**src/rtl/mic_sample_scheduler.sv**
```systemverilog
// -----------------------------------------------------------------------------
// mic_sample_scheduler
//
// Periodic sample scheduler for the MIC3 SPI microphone front end. A rate
// counter produces one tick every rate_div cycles. Each tick starts a
// conversion: mic_read is pulsed for READ_PULSE cycles, then the scheduler
// waits up to TIMEOUT cycles for mic_new_data. Captured samples are pushed
// into a first-word-fall-through FIFO that the consumer drains over a
// valid/ready handshake. Missed ticks, timeouts and overruns are sticky flags.
//
// Optional build macro: MIC_SCHED_SIGNED_EN
//   defined     - samples are converted from offset binary to two's
//                 complement (bit 11 inverted) before being stored
//   not defined - samples are stored unmodified
//
// Handshake: a sample transfers on every rising clk edge where
// sample_valid && sample_ready. sample_valid is high whenever the FIFO is not
// empty and sample_data holds the head sample; the head does not change
// until it has been accepted.
//
// Ports:
//   clk           in   system clock
//   rst           in   synchronous active-high reset
//   enable        in   run; low = no new conversions started
//   rate_div      in   sample period in clk cycles, 0 = no ticks
//   clear_status  in   pulse; clears sticky flags and miss_cnt
//   mic_read      out  conversion request strobe (registered)
//   mic_new_data  in   conversion done pulse
//   mic_audio     in   conversion result, valid with mic_new_data
//   sample_data   out  FIFO head sample
//   sample_valid  out  FIFO not empty
//   sample_ready  in   consumer accepts the head sample
//   fifo_level    out  FIFO occupancy 0..DEPTH
//   overrun       out  sticky: sample dropped, FIFO full
//   timeout       out  sticky: conversion aborted after TIMEOUT cycles
//   missed        out  sticky: tick arrived during a conversion
//   miss_cnt      out  saturating count of missed ticks
// -----------------------------------------------------------------------------
module mic_sample_scheduler #(
   parameter int DEPTH      = 8,
   parameter int READ_PULSE = 2,
   parameter int TIMEOUT    = 4096,
   localparam int AW        = $clog2(DEPTH)
) (
   input  logic          clk,
   input  logic          rst,
   input  logic          enable,
   input  logic [15:0]   rate_div,
   input  logic          clear_status,
   output logic          mic_read,
   input  logic          mic_new_data,
   input  logic [11:0]   mic_audio,
   output logic [11:0]   sample_data,
   output logic          sample_valid,
   input  logic          sample_ready,
   output logic [AW:0]   fifo_level,
   output logic          overrun,
   output logic          timeout,
   output logic          missed,
   output logic [7:0]    miss_cnt
);

   localparam int PW = $clog2(READ_PULSE + 1);
   localparam int TW = $clog2(TIMEOUT + 1);

   typedef enum logic [1:0] {
      S_IDLE      = 2'd0,
      S_TRIGGER   = 2'd1,
      S_WAIT_DATA = 2'd2
   } state_t;

   state_t         state_q, state_d;
   logic [15:0]    div_cnt_q, div_cnt_d;
   logic [PW-1:0]  pulse_cnt_q, pulse_cnt_d;
   logic [TW-1:0]  to_cnt_q, to_cnt_d;
   logic           mic_read_q, mic_read_d;

   logic [11:0]    mem_q [DEPTH];
   logic [11:0]    mem_d [DEPTH];
   logic [AW-1:0]  wr_ptr_q, wr_ptr_d;
   logic [AW-1:0]  rd_ptr_q, rd_ptr_d;
   logic [AW:0]    level_q, level_d;

   logic           overrun_q, overrun_d;
   logic           timeout_q, timeout_d;
   logic           missed_q, missed_d;
   logic [7:0]     miss_cnt_q, miss_cnt_d;

   logic           tick;
   logic           push_req;
   logic           timeout_set;
   logic           miss_set;
   logic           pop;
   logic           full;
   logic           push_ok;
   logic           ovr_set;
   logic [11:0]    push_data;

   // ---------------------------------------------------------------------------
   // Rate counter. A rate_div reprogrammed below the running count wraps
   // without a tick so the next period starts cleanly.
   // ---------------------------------------------------------------------------
   always_comb begin
      div_cnt_d = div_cnt_q;
      tick      = 1'b0;
      if (!enable || (rate_div == 16'd0)) begin
         div_cnt_d = 16'd0;
      end else if (div_cnt_q >= rate_div) begin
         div_cnt_d = 16'd0;
      end else if (div_cnt_q == (rate_div - 16'd1)) begin
         tick      = 1'b1;
         div_cnt_d = 16'd0;
      end else begin
         div_cnt_d = div_cnt_q + 16'd1;
      end
   end

   // ---------------------------------------------------------------------------
   // FSM: next-state and counters
   // ---------------------------------------------------------------------------
   always_comb begin
      state_d     = state_q;
      pulse_cnt_d = pulse_cnt_q;
      to_cnt_d    = to_cnt_q;
      case (state_q)
         S_IDLE: begin
            if (tick) begin
               state_d     = S_TRIGGER;
               pulse_cnt_d = PW'(READ_PULSE - 1);
            end
         end
         S_TRIGGER: begin
            if (pulse_cnt_q == '0) begin
               state_d  = S_WAIT_DATA;
               to_cnt_d = '0;
            end else begin
               pulse_cnt_d = pulse_cnt_q - PW'(1);
            end
         end
         S_WAIT_DATA: begin
            if (mic_new_data) begin
               state_d = S_IDLE;
            end else if (to_cnt_q == TW'(TIMEOUT - 1)) begin
               state_d = S_IDLE;
            end else begin
               to_cnt_d = to_cnt_q + TW'(1);
            end
         end
         default: state_d = S_IDLE;
      endcase
   end

   // ---------------------------------------------------------------------------
   // FSM: outputs. mic_read is registered from the next state so it is high
   // exactly for the cycles the FSM spends in TRIGGER.
   // ---------------------------------------------------------------------------
   always_comb begin
      mic_read_d  = (state_d == S_TRIGGER);
      push_req    = (state_q == S_WAIT_DATA) && mic_new_data;
      timeout_set = (state_q == S_WAIT_DATA) && !mic_new_data &&
                    (to_cnt_q == TW'(TIMEOUT - 1));
      miss_set    = tick && (state_q != S_IDLE);
   end

`ifdef MIC_SCHED_SIGNED_EN
   assign push_data = {~mic_audio[11], mic_audio[10:0]};
`else
   assign push_data = mic_audio;
`endif

   // ---------------------------------------------------------------------------
   // FIFO. A push into a full FIFO succeeds only when the head leaves in the
   // same cycle; a pop never happens on an empty FIFO, so push+pop while
   // empty degenerates to a plain push.
   // ---------------------------------------------------------------------------
   always_comb begin
      pop     = (level_q != '0) && sample_ready;
      full    = (level_q == (AW+1)'(DEPTH));
      push_ok = push_req && (!full || pop);
      ovr_set = push_req && full && !pop;

      mem_d    = mem_q;
      wr_ptr_d = wr_ptr_q;
      rd_ptr_d = rd_ptr_q;
      level_d  = level_q;
      if (push_ok) begin
         mem_d[wr_ptr_q] = push_data;
         wr_ptr_d        = wr_ptr_q + AW'(1);
      end
      if (pop) begin
         rd_ptr_d = rd_ptr_q + AW'(1);
      end
      if (push_ok && !pop) begin
         level_d = level_q + (AW+1)'(1);
      end else if (!push_ok && pop) begin
         level_d = level_q - (AW+1)'(1);
      end
   end

   // ---------------------------------------------------------------------------
   // Sticky status. A set in the same cycle as clear_status wins; for the
   // counter this means the clear happens first and the new miss counts.
   // ---------------------------------------------------------------------------
   always_comb begin
      overrun_d  = ovr_set     ? 1'b1 : (clear_status ? 1'b0 : overrun_q);
      timeout_d  = timeout_set ? 1'b1 : (clear_status ? 1'b0 : timeout_q);
      missed_d   = miss_set    ? 1'b1 : (clear_status ? 1'b0 : missed_q);
      miss_cnt_d = clear_status ? 8'd0 : miss_cnt_q;
      if (miss_set && (miss_cnt_d != 8'hFF)) begin
         miss_cnt_d = miss_cnt_d + 8'd1;
      end
   end

   // ---------------------------------------------------------------------------
   // State registers
   // ---------------------------------------------------------------------------
   always_ff @(posedge clk) begin
      if (rst) begin
         state_q     <= S_IDLE;
         div_cnt_q   <= 16'd0;
         pulse_cnt_q <= '0;
         to_cnt_q    <= '0;
         mic_read_q  <= 1'b0;
         for (int i = 0; i < DEPTH; i++) begin
            mem_q[i] <= 12'd0;
         end
         wr_ptr_q    <= '0;
         rd_ptr_q    <= '0;
         level_q     <= '0;
         overrun_q   <= 1'b0;
         timeout_q   <= 1'b0;
         missed_q    <= 1'b0;
         miss_cnt_q  <= 8'd0;
      end else begin
         state_q     <= state_d;
         div_cnt_q   <= div_cnt_d;
         pulse_cnt_q <= pulse_cnt_d;
         to_cnt_q    <= to_cnt_d;
         mic_read_q  <= mic_read_d;
         mem_q       <= mem_d;
         wr_ptr_q    <= wr_ptr_d;
         rd_ptr_q    <= rd_ptr_d;
         level_q     <= level_d;
         overrun_q   <= overrun_d;
         timeout_q   <= timeout_d;
         missed_q    <= missed_d;
         miss_cnt_q  <= miss_cnt_d;
      end
   end

   assign mic_read     = mic_read_q;
   assign sample_data  = mem_q[rd_ptr_q];
   assign sample_valid = (level_q != '0);
   assign fifo_level   = level_q;
   assign overrun      = overrun_q;
   assign timeout      = timeout_q;
   assign missed       = missed_q;
   assign miss_cnt     = miss_cnt_q;

endmodule

```
**config.mk**
```make
export PLATFORM = sky130hd
export DESIGN_NAME = mic_sample_scheduler
export DESIGN_NICKNAME = d
export VERILOG_FILES = /design/src/rtl/mic_sample_scheduler.sv
export SDC_FILE = /design/constraint.sdc
export NUM_CORES = 1
export LEC_CHECK = 0
export ABC_AREA = 1
export BUFFER_PORTS_ARGS = -buffer_cell sky130_fd_sc_hd__buf_2
export CAP_MARGIN = 20
export CORE_MARGIN = 5
export CORE_UTILIZATION = 24
export DETAILED_ROUTE_END_ITERATION = 16
export GPL_ROUTABILITY_DRIVEN = 0
export GPL_TIMING_DRIVEN = 0
export PLACE_DENSITY_LB_ADDON = 0.25
export SLEW_MARGIN = 20
export SYNTH_ARGS = -nofsm -noshare
export SYNTH_HDL_FRONTEND = slang
export SYNTH_SLANG_ARGS = --single-unit
```
**constraint.sdc**
```tcl
create_clock -name clk -period 2.29 [get_ports clk]
set_clock_uncertainty 0.05 [all_clocks]
set_input_delay 0.1145 -clock clk [delete_from_list [all_inputs] [get_ports clk]]
set_output_delay 0.1145 -clock clk [all_outputs]
set_load 0.01 [all_outputs]
```
==> results of run 1 <==
## worst paths after layout
kind,startpoint,end,slack (ns),depth (start not counted)
worst min-delay path,sample_ready,rd_ptr_q[0],0.06,4
worst max-delay path,fifo_level[0],fifo_level[3],0.02,16
worst min register to register,mem_q[87],mem_q[87],0.39,2
worst max register to register,fifo_level[0],fifo_level[3],0.02,16
## cells by family after synthesis
family / Yosys count
compound gates: 360
flops: 151
fa+ha+maj: 27
simple gates: 367
xor+xnor: 20
buf+inv: 258
## critical path: stages, from the launching register on
cell      delay, ns
dfxtp_4        0.35
nor2_4         0.13
nand3_4        0.09
nand2_4        0.06
nand4_1        0.13
nand2_2        0.14
inv_4          0.05
ha_4           0.16
inv_4          0.07
ha_4           0.20
and3_4         0.18
a211oi_4       0.17
nor2_1         0.06
nor2_1         0.08
nand2_1        0.07
o21ai_1        0.12
a21oi_1        0.05
## flip-flops by register name, summed over array words and instances (netlist names)
name         flops
rd_ptr_q         3
pulse_cnt_q      2
mem_q           96
wr_ptr_q         3
timeout          1
overrun          1
mic_read         1
state_q          2
missed           1
div_cnt_q       16
fifo_level       4
miss_cnt         8
to_cnt_q        13
## through the flow
stage,instances,power [mW],TNS [ns]
floorplan,1183,3.82,-0.0247
global placement,1692,4.43,-2.36
detailed placement,1692,4.44,-3.25
CTS,1741,7.26,0
global route,1750,7.69,-0.343
finish,1750,7.26,0
## cells in the mapped netlist (10+ instances only)
cell type / n
inv_1: 204
nand2_1: 177
a21oi_1: 168
dfxtp_1: 151
o21ai_0: 151
nor2_1: 83
nand3_1: 41
clkbuf_1: 40
ha_1: 26
nor3_1: 16
xor2_1: 16
nand4_1: 15
a31oi_1: 13
a221oi_1: 12
nor2_2: 10
## final cells by class
| cell class | count | share of cell area |
|---|---|---|
| multi-input cells | 774 | 0.434 |
| clock buffers | 20 | 0.0443 |
| plain buffers | 50 | 0.0256 |
| well taps | 448 | 0.0556 |
| flip-flops and latches | 151 | 0.303 |
| clock inverters | 12 | 0.00932 |
| inverters | 207 | 0.0776 |
| repair buffers | 88 | 0.0509 |
## power by group
| group | internal, mW | switching [mW] |
|---|---|---|
| Sequential | 2.69 | 0.0701 |
| Clock | 1.43 | 1.19 |
| Combinational | 0.725 | 1.16 |
| Total | 4.84 | 2.42 |
## what timing repair did
action / 4_1_cts / 5_1_grt
hold endpoints to repair: 3 / 0
pin swaps: 7 / 9
buffers inserted: 16 / 11
gates cloned: 0 / 0
gates resized for setup: 32 / 52
hold buffers: 2 / 0
setup endpoints to repair: 61 / 57
## per-layer routing
metal / up-vias / track usage
li1: 4093 / -
met1: 3576 / 0.161
met2: 109 / 0.222
met3: 37 / 0.0287
met4: 0 / 0.0456
met5: - / 0
==> impl_metrics.toml, run 1 <==
[finish]
multiInputGateArea_um2 = 4370
seq_area_um2 = 3050
final_common_cell = "inv_1"
syn_to_final_growth_pct = 23.9
final_area_um2 = 10100
drive_above_1_share = 0.177
num_antenna_cells = 0
fill_cells = 3725
layout_common_cells = "inv_1, nand2_1, a21oi_1, o21ai_0, dfxtp_1"
nets = 1350
final_core_util = 0.300

[die]
fp.dieArea_um2 = 37700
rows = 67
fp.dieH_um = 194
die-width_um = 194
initial_core_util = 0.243
num_io_pins = 63
core_um2 = 33500

[timing]
hold_ws_ns = 0.0562
setup_slack_ns = 0.0194
finalHoldViolations = 0
rsz0062_at_grt = "true"
tightest_slew_ns = 0.523
fin_crit_sh = 0.992
final-max-slew-violation-count = 0
finalSetupViolCount = 0
max-slew-margin-rel = 0.651
fmax_mhz = 440
min_period_ns = 2.27

[setup_path]
crit_type = "reg -> reg"
cp-end-kind = "flip-flop"
worst-path-max-fanout = 3
critPathLaunchType = "flip-flop"
cp.arrival_ns = 2.53
cp.required_ns = 2.55

[route]
drt_iter0_drc = 312
vias = 7815
met1_length_um = 11400
routed-wl-met3_um = 914
met2_wirelength_um = 11900
post_drt_wl_per_cell_um = 14.1
drt_wl_total_um = 24700
route.detailed.drc = 0
ant_nets = 0
maxUsedRoutingLayer = "met4"
first_pass_iters = 5
via_per_inst = 4.47

[power_and_ir_drop]
p_per_area_nw_per_um2 = 721
ir_worst_vdd_v = 0.000369
p_leak_nw = 4.08

[cts]
clock_path_buffers = 2
cts_tree = "yes"
cts.sink_count = 151
clock_latency_ns = 0.43
h-tree-depth = 4
numCtsBuffers = 17
cts-root-buf = "clkbuf_16"
path_clk_slew_ns = 0.07

[logic_synthesis]
yosys.area_share.adder = 0.0425
synth_compound_area_frac = 0.236
ys_seq_elements = 151
synthCells = 1183
ys.flop_type = "dfxtp_1"
async_reset_ff_frac = 0
synthSimpleGateAreaFrac = 0.205
synth-xor-area-share = 0.0215
synthMuxAreaShare = 0
synth_area_per_cell_um2 = 6.87
yosysWarnings = 0
synth_area_um2 = 8130
synth_edf_count = 0
synthTopCellsByArea = "dfxtp_1, a21oi_1, inv_1"
synth_top_area_cell = "dfxtp_1"
synthesis.nets = 1244
synth_cell_types = 43
synth_top_area_frac = 0.372
synth_seq_area_share = 0.372
synth_top_family_by_area = "compound AO/OA/AOI/OAI gates"

[hold_path]
hold_class = "in -> reg"

[run_status]
outcome = "completed"

[grt]
grt_pass1_vias = 7641
globalRoute.totalOverflow = 0
grt_use_total = 0.130
grt_pass1_wl_um = 39600
grt_max_degree = 17
antenna_found_initial = 0

[place]
place_hpwl_um = 18700
placed_area_um2 = 9070
numPortBuffers = 61
preCtsSetupSlack_ns = -0.329

[job]
drv_cap = 0
Note: power is estimated with default switching activity, not from simulation.
==> run 2, diff against run 1 <==
Settings changed: CORE_MARGIN 5 to unset.
==> impl_metrics.toml, run 2 (synthesized netlist as in run 1, its figures left out) <==
[run_status]
outcome = "complete, but fails checks"
violations = "setup timing"

[setup_path]
cp.depth = 16
rr_worst_depth = 16
worst-path-max-fanout = 3
cp-end-kind = "flip-flop"
critPathSlowestCell = "dfxtp_4"
cp.arrival_ns = 2.59
crit_type = "reg -> reg"
cp_num_buf_inv = 2
critPathTopFamily = "simple AND/OR/NAND/NOR gates"
path_cells = "nor2_4 > nand3_4 > nand2_4 > nand4_1 > nand2_2 > inv_4 > ha_4 > inv_4 > ha_1 > and3_4 > a211oi_4 > nor2_1 > nor2_1 > nand2_1 > o21ai_1 > a21oi_1"
critPathLaunchType = "flip-flop"
cpPeakStageDelay_ns = 0.35
cp.required_ns = 2.55

[cts]
numCtsBuffers = 17
cts.sink_count = 151
h-tree-depth = 4
path_clk_slew_ns = 0.07
cts-root-buf = "clkbuf_16"
clock_latency_ns = 0.43
clock_path_buffers = 2
cts_tree = "yes"

[hold_path]
hold-path-cell-count = 3
hold_class = "in -> reg"

[timing]
finalHoldViolations = 0
fin_crit_sh = 1.02
setup_slack_ns = -0.0386
min_period_ns = 2.33
tns_ns = -0.0426
finalSetupViolCount = 2
rsz0062_at_grt = "true"
fmax_mhz = 429
tightest_slew_ns = 0.544
hold_ws_ns = 0.0725
max-slew-margin-rel = 0.637
final-max-slew-violation-count = 0

[route]
first_pass_iters = 5
via_per_inst = 4.50
ant_nets = 0
route.detailed.drc = 0
drt_wl_total_um = 24300
drt_iter0_drc = 378
post_drt_wl_per_cell_um = 14.0
vias = 7835

[grt]
antenna_found_initial = 0
grt_use_total = 0.143
grt_max_degree = 17
globalRoute.totalOverflow = 0
grt_pass1_vias = 7146
grt_pass1_wl_um = 37700

[finish]
syn_to_final_growth_pct = 24.0
largest-register = "mem_q"
seq_area_um2 = 3050
fin_cells = 1742
layout_common_cells = "inv_1, nand2_1, a21oi_1, o21ai_0, dfxtp_1"
multiInputGateArea_um2 = 4370
num_antenna_cells = 0
nets = 1342
drive_above_1_share = 0.175
final_area_um2 = 10100
reg_top3 = "mem_q x96, div_cnt_q x16, to_cnt_q x13"
fill_cells = 3726
final_common_cell = "inv_1"
largest_reg_flops = 96

[die]
core_um2 = 33400
fp.dieArea_um2 = 34600
initial_core_util = 0.243
num_io_pins = 63
die-width_um = 186
fp.dieH_um = 186
rows = 67

[place]
preCtsSetupSlack_ns = -0.377
numPortBuffers = 61
place_hpwl_um = 18000
dp.cells = 1692
placed_area_um2 = 9070

[power_and_ir_drop]
p_leak_nw = 4.07
p_per_area_nw_per_um2 = 739
ir_worst_vdd_v = 0.000514

[job]
drv_cap = 0
## run 2: changes by cell type in the layout (fill, tap and decap cells not counted), moves of 3 or more
cell | previous run | this run
buf_2 | 65 | 69
inv_8 | 0 | 5
clkinv_4 | 1 | 5
nor3_2 | 3 | 6
buf_4 | 26 | 16
clkinvlp_4 | 6 | 1
clkbuf_2 | 13 | 9
## run 2: worst paths after layout
kind                      start            end  slack [ns]
hold reg to reg    div_cnt_q[0]   div_cnt_q[0]        0.38
setup reg to reg  fifo_level[0]  fifo_level[3]       -0.04
hold / removal     mic_audio[4]      mem_q[40]        0.07
setup / recovery  fifo_level[0]  fifo_level[3]       -0.04
## run 2: area by class of cell
| cell class | count | share of cell area |
|---|---|---|
| inverters | 207 | 0.0776 |
| clock buffers | 17 | 0.0422 |
| multi-input cells | 774 | 0.433 |
| well taps | 448 | 0.0556 |
| clock inverters | 15 | 0.0159 |
| repair buffers | 80 | 0.0479 |
| flip-flops and latches | 151 | 0.302 |
| plain buffers | 50 | 0.0252 |
## run 2: through the flow
stage / utilization / power (mW)
6_report: 0.301 / 7.45
5_1_grt: 0.301 / 7.86
3_5_place_dp: 0.271 / 4.43
3_3_place_gp: 0.271 / 4.42
4_1_cts: 0.293 / 7.39
2_1_floorplan: - / 3.82
## run 2: power breakdown
group	internal, mW	switching, mW
Sequential	2.68	0.0649
Combinational	0.706	1.16
Clock	1.55	1.29
Total	4.93	2.51
## run 2: layer usage
layer | track usage | routed length, µm | vias to the layer above
met4 | 0.0436 | 336 | 0
li1 | - | - | 4072
met3 | 0.0237 | 900 | 20
met2 | 0.239 | 11700 | 127
met1 | 0.186 | 11400 | 3616
met5 | 0 | 0 | -
## run 2: worst reg2reg max path, cell delays in order, from the launching register on
cell      delay, ns
dfxtp_4        0.35
nor2_4         0.13
nand3_4        0.08
nand2_4        0.06
nand4_1        0.14
nand2_2        0.14
inv_4          0.04
ha_4           0.16
inv_4          0.06
ha_1           0.22
and3_4         0.18
a211oi_4       0.18
nor2_1         0.07
nor2_1         0.10
nand2_1        0.08
o21ai_1        0.13
a21oi_1        0.05
## run 2: repair_timing
item / CTS / global route
buffers inserted: 10 / 6
resized for setup: 23 / 63
endpoints found under the setup margin: 50 / 79
pin swaps: 10 / 10
endpoints found under the hold margin: 3 / 0
hold buffers: 2 / 0
gates cloned: 0 / 1
